**src/rtl/bf16_pkg.sv**
```systemverilog
// rtl/bf16_pkg.sv - shared BF16 SIMD opcode constants and legality check
package bf16_pkg;

    localparam logic [4:0] OP_ADD   = 5'b00000;
    localparam logic [4:0] OP_SUB   = 5'b00001;
    localparam logic [4:0] OP_MUL   = 5'b00010;
    localparam logic [4:0] OP_FMADD = 5'b00100;
    localparam logic [4:0] OP_FMSUB = 5'b00101;

    localparam logic [15:0] BF16_ONE = 16'h3F80;

    function automatic logic is_legal_funct5(input logic [4:0] f);
        case (f)
            OP_ADD, OP_SUB, OP_MUL, OP_FMADD, OP_FMSUB: return 1'b1;
            default:                                    return 1'b0;
        endcase
    endfunction

endpackage

```
**src/rtl/bf16_issue_queue.sv**
```systemverilog
// rtl/bf16_issue_queue.sv - in-order BF16 SIMD instruction buffer ahead of the operand decoder
module bf16_issue_queue
    import bf16_pkg::*;
#(
    parameter int LANES = 2,
    parameter int DEPTH = 2
) (
    input  logic                        clk,
    input  logic                        rst_n,
    input  logic                        flush,
    input  logic                        in_valid,
    output logic                        in_ready,
    input  logic [4:0]                  in_funct5,
    input  logic [16*LANES-1:0]         in_rs1,
    input  logic [16*LANES-1:0]         in_rs2,
    input  logic [16*LANES-1:0]         in_rs3,
    output logic                        out_valid,
    input  logic                        out_ready,
    output logic [4:0]                  out_funct5,
    output logic [16*LANES-1:0]         out_rs1,
    output logic [16*LANES-1:0]         out_rs2,
    output logic [16*LANES-1:0]         out_rs3,
    output logic                        out_illegal,
    output logic                        err_sticky,
    output logic [$clog2(DEPTH+1)-1:0]  count
);

    localparam int W     = 16 * LANES;
    localparam int PTR_W = (DEPTH > 1) ? $clog2(DEPTH) : 1;
    localparam int CNT_W = $clog2(DEPTH + 1);
    localparam logic [PTR_W-1:0] PTR_LAST = PTR_W'(DEPTH - 1);
    localparam logic [CNT_W-1:0] CNT_FULL = CNT_W'(DEPTH);

    logic [4:0]       st_funct5 [DEPTH];
    logic [W-1:0]     st_rs1    [DEPTH];
    logic [W-1:0]     st_rs2    [DEPTH];
    logic [W-1:0]     st_rs3    [DEPTH];
    logic             st_tag    [DEPTH];
    logic [PTR_W-1:0] wr_ptr;
    logic [PTR_W-1:0] rd_ptr;
    logic             sticky;
    logic             push;
    logic             pop;
    logic             in_legal;

    // in_ready depends only on occupancy, so a full queue never accepts even while popping
    assign in_ready    = (count < CNT_FULL);
    assign out_valid   = (count != '0);
    assign push        = in_valid && in_ready;
    assign pop         = out_valid && out_ready;
    assign in_legal    = is_legal_funct5(in_funct5);

    assign out_funct5  = st_funct5[rd_ptr];
    assign out_rs1     = st_rs1[rd_ptr];
    assign out_rs2     = st_rs2[rd_ptr];
    assign out_rs3     = st_rs3[rd_ptr];
    assign out_illegal = st_tag[rd_ptr];
    assign err_sticky  = sticky;

    function automatic logic [PTR_W-1:0] ptr_next(input logic [PTR_W-1:0] p);
        return (p == PTR_LAST) ? '0 : p + PTR_W'(1);
    endfunction

    always_ff @(posedge clk or negedge rst_n) begin
        if (!rst_n) begin
            wr_ptr <= '0;
            rd_ptr <= '0;
            count  <= '0;
            sticky <= 1'b0;
        end else if (flush) begin
            wr_ptr <= '0;
            rd_ptr <= '0;
            count  <= '0;
            sticky <= 1'b0;
        end else begin
            if (push) wr_ptr <= ptr_next(wr_ptr);
            if (pop)  rd_ptr <= ptr_next(rd_ptr);
            if (push && !pop)
                count <= count + CNT_W'(1);
            else if (pop && !push)
                count <= count - CNT_W'(1);
            if (push && !in_legal)
                sticky <= 1'b1;
        end
    end

    // Storage is zeroed on reset so out_* read as zero while the queue is empty after reset
    always_ff @(posedge clk or negedge rst_n) begin
        if (!rst_n) begin
            for (int i = 0; i < DEPTH; i++) begin
                st_funct5[i] <= '0;
                st_rs1[i]    <= '0;
                st_rs2[i]    <= '0;
                st_rs3[i]    <= '0;
                st_tag[i]    <= 1'b0;
            end
        end else if (push && !flush) begin
            st_funct5[wr_ptr] <= in_funct5;
            st_rs1[wr_ptr]    <= in_rs1;
            st_rs2[wr_ptr]    <= in_rs2;
            st_rs3[wr_ptr]    <= in_rs3;
            st_tag[wr_ptr]    <= !in_legal;
        end
    end

endmodule
```
**config.mk**
```make
export PLATFORM = sky130hd
export DESIGN_NAME = bf16_issue_queue
export DESIGN_NICKNAME = d
export VERILOG_FILES = /design/src/rtl/bf16_pkg.sv /design/src/rtl/bf16_issue_queue.sv
export SDC_FILE = /design/constraint.sdc
export NUM_CORES = 1
export LEC_CHECK = 0
export CELL_PAD_IN_SITES_DETAIL_PLACEMENT = 1
export CELL_PAD_IN_SITES_GLOBAL_PLACEMENT = 1
export CORE_MARGIN = 2
export CORE_UTILIZATION = 25
export CTS_BUF_LIST = sky130_fd_sc_hd__clkbuf_8
export CTS_CLUSTER_SIZE = 24
export DETAILED_ROUTE_END_ITERATION = 10
export GPL_ROUTABILITY_DRIVEN = 0
export PLACE_DENSITY = 0.51
export SKIP_LAST_GASP = 1
export SYNTH_ARGS = -nofsm -noshare
export SYNTH_HDL_FRONTEND = slang
export SYNTH_SLANG_ARGS = --single-unit
```
**constraint.sdc**
```tcl
create_clock -name clk -period 1.7 [get_ports clk]
set_clock_uncertainty 0.2 [all_clocks]
set_input_delay 0.34 -clock clk [delete_from_list [all_inputs] [get_ports clk]]
set_output_delay 0.34 -clock clk [all_outputs]
set_load 0.01 [all_outputs]
```
==> results of run 1 <==
==> worst max path at each step <==
stage                     startpoint            to  slack [ns]  depth (start not counted)
final                         rd_ptr   out_rs1[14]       -0.99                          3
after global routing          rd_ptr   out_rs2[12]       -1.08                          3
after CTS                     rd_ptr   out_rs1[23]       -1.06                          3
after detailed placement    in_valid    st_rs2[39]       -0.66                          5
after global placement      in_valid    st_rs1[62]       -0.61                          5
after floorplan             count[1]  st_funct5[5]       -0.14                          5
==> power by group through the flow <==
stage | Sequential, W | Clock [W] | Combinational, W
2_1_floorplan | 0.00693 | 0 | 0.00291
3_3_place_gp | 0.00708 | 0 | 0.00511
3_5_place_dp | 0.00722 | 0 | 0.00525
4_1_cts | 0.00720 | 0.00536 | 0.00624
5_1_grt | 0.00743 | 0.00566 | 0.00672
6_report | 0.00725 | 0.00515 | 0.00632
==> worst register-to-register path, cell delays in order, from the launching register on <==
cell and delay, ns:
dfrtp_2 0.42, buf_6 0.13, nor4b_4 0.29, buf_4 0.19, buf_12 0.13, buf_12 0.12, buf_16 0.14, mux2_4 0.30
==> cell families (layout without fill, tap and decap cells) <==
family	count (synthesis)	in the layout	synth area share [%]
xor gates and xnor gates	2	2	0.1927
muxes	304	304	37.65
buffers and inverters	37	397	3.000
AOI/OAI and AO/OA	9	9	0.5918
and+or+nand+nor	14	14	1.046
DFF	209	209	57.52
==> sequential cells by signal (all words and copies together), names as in the netlist <==
register,cells
st_funct5,10
st_rs1,64
count,2
wr_ptr,1
rd_ptr,1
err_sticky,1
st_rs3,64
st_rs2,64
st_tag,2
==> routing by layer <==
| metal | vias up | GRT usage, % | part of all wire [%] |
|---|---|---|---|
| met3 | 49 | 5.275 | 6.5 |
| met1 | 3180 | 19.09 | 42 |
| li1 | 2734 | - | - |
| met4 | 0 | 5.157 | 2.3 |
| met2 | 179 | 27.82 | 49 |
| met5 | - | 0 | 0 |
==> metrics by stage <==
step	utilization [%]	total power (W)
floorplan	-	0.009832
global placement	34.53	0.01220
detailed placement	34.53	0.01247
CTS	41.96	0.01880
global route	41.93	0.01981
finish	41.93	0.01872
==> timing repair <==
item | in CTS | in global routing
hold buffers | 2 | 0
buffers inserted | 59 | 21
setup endpoints to repair | 308 | 312
endpoints found under the hold margin | 209 | 0
pin swaps | 2 | 4
gates resized for setup | 535 | 115
gates cloned | 25 | 1
==> placed cells by master (no fill, tap or decap), types with 10 or more instances in the layout <==
cell	instances
clkdlybuf4s50_1	128
clkbuf_8	52
buf_4	15
buf_6	73
inv_1	15
buf_2	18
dfrtp_1	206
buf_16	10
buf_8	15
buf_12	45
dlygate4sd2_1	12
mux2_4	209
mux2_2	92
==> layout make-up <==
cell class              count  area share (%)
flip-flops and latches    209           35.02
inverters                   3         0.07531
clock buffers              51           4.695
well taps                 461           3.858
clock inverters            20          0.7782
multi-input cells         329           29.43
repair buffers            323           26.14
==> flow_metrics.py, run 1 <==
metrics = {
    "finish": {
        "multi_input_area_mm2": 0.004400,
        "layout.nets": 1014,
        "finalNonFillerCells": 1396,
        "drive_above_1_share_pct": 58.82,
        "finalInstanceArea_mm2": 0.01495,
        "final.fill_count": 3572,
        "syn_to_final_growth_pct": 64.44,
        "seq_area_mm2": 0.005236,
        "diodes": 0,
    },
    "power": {
        "p_sw_share_pct": 27.97,
        "worst_ir_drop_vdd_v": 0.0005352,
        "seqPwrFrac_pct": 38.7,
        "leakagePower_nw": 6.685,
        "cell_internal_pwr_w": 0.01348,
        "powerDensity_mw_per_mm2": 1252,
        "p_comb_share_pct": 33.8,
        "power_frac_clock_pct": 27.5,
        "p_sw_w": 0.005234,
    },
    "yosys": {
        "syn_avg_cell_area_um2": 15.81,
        "synth-edff-count": 0,
        "ys_types": 25,
        "ys_seq_area_share_pct": 57.52,
        "synthArstFlopShare_pct": 100.0,
        "yosys_most_used_dff": "dfrtp_1",
        "synthTopCellsByCount": "236 x mux2_2, 209 x dfrtp_1, 68 x mux2_1",
        "ys_warn_count": 0,
        "synth_top_cell_area_share_pct": 57.52,
        "syn_nets": 681,
        "netlist_instances": 575,
        "synth.most_common_cell": "mux2_2",
        "ys_ff_latch": 209,
        "netlist_area_mm2": 0.009092,
        "yosysTopAreaCell": "dfrtp_1",
        "yosys-top-cells-area": "dfrtp_1 58%, mux2_2 29%, mux2_1 8.4%, buf_6 1.9%, buf_2 0.77%",
    },
    "clock_tree": {
        "root_buffer": "clkbuf_8",
        "numCtsBuffers": 42,
        "clkLatencyLatePin_ns": 0.59,
        "h-tree-depth": 2,
        "numClockSinks": 209,
        "cts_buffer_depth": 3,
        "cts_tree": "yes",
        "clkTransAtPathRegs_ns": 0.06,
    },
    "outcome": {
        "violations": "setup timing",
        "status": "finished, violations left",
    },
    "timing": {
        "timing.hold.ws_ns": 0.1538,
        "worst_slew_pin_slew_ns": 0.3337,
        "setup_viol": 309,
        "fmaxAchievable_mhz": 372.3,
        "rsz0062_at_grt": "yes",
        "min_period_over_period_pct": 158.0,
        "finalCriticalPeriod_ns": 2.686,
        "timing.final.hold_violations": 0,
        "slew_viol_final": 0,
        "fin_ws_ns": -0.9859,
        "fin_setup_tns_ns": -141.22,
        "slew_headroom_pct": 77.76,
    },
    "worst_setup_path": {
        "startpoint_type": "flip-flop",
        "worst-r2r-cell-count": 7,
        "critPathMaxFanout": 20,
        "cp_top_family": "buffers and inverters",
        "r2r_start": "count[1]",
        "cp_slowest_cell": "dfrtp_4",
        "cp_cell_sequence": "buf_16 > mux2_2 > clkdlybuf4s50_1",
        "crit_path_end_kind": "output pin",
        "worstPathRequired_ns": 1.16,
        "path_class": "flip-flop to output pin",
        "reg2reg_slack_ns": -0.35,
        "worst-path-buf-inv": 2,
        "max_stage_delay_ns": 0.48,
        "crit_arrival_ns": 2.15,
        "r2r_end": "st_rs2[34]",
    },
    "die": {
        "die-area_mm2": 0.03791,
        "die_h_um": 194.7,
        "initial_core_util_pct": 25.50,
        "io_pins": 213,
        "floorplan.rows": 69,
        "die_x_um": 194.7,
        "coreArea_mm2": 0.03566,
    },
    "place": {
        "dpl.hpwl_um": 17340,
        "placed_area_mm2": 0.01231,
        "dp_cells": 1254,
        "place_worst_setup_slack_ns": -0.6627,
        "numPortBuffers": 212,
    },
    "routing": {
        "wl_per_cell_um": 21.63,
        "vias": 6142,
        "wirelength_um": 30190,
        "antenna_left": 0,
        "drc": 0,
        "drt_iter0_markers": 129,
        "first_pass_iters": 4,
        "via_per_inst": 4.400,
    },
    "run": {
        "drv_cap": 0,
    },
    "global_route": {
        "grt_antenna_before_repair": 1,
        "grt_max_degree": 59,
        "grt_use_total_pct": 16.18,
        "overflow": 0,
        "grt_pass1_wl_um": 46780,
        "grt_pass1_vias": 7510,
    },
    "min_path": {
        "hold_class": "input pin to async pin",
    },
}
Power figures use the tool's default switching activity.
==> inputs of run 2 (changes only) <==
- SLEW_MARGIN: unset -> 20
==> results of run 2 <==
The final DEF is identical to that of run 1; final timing and power are the same.
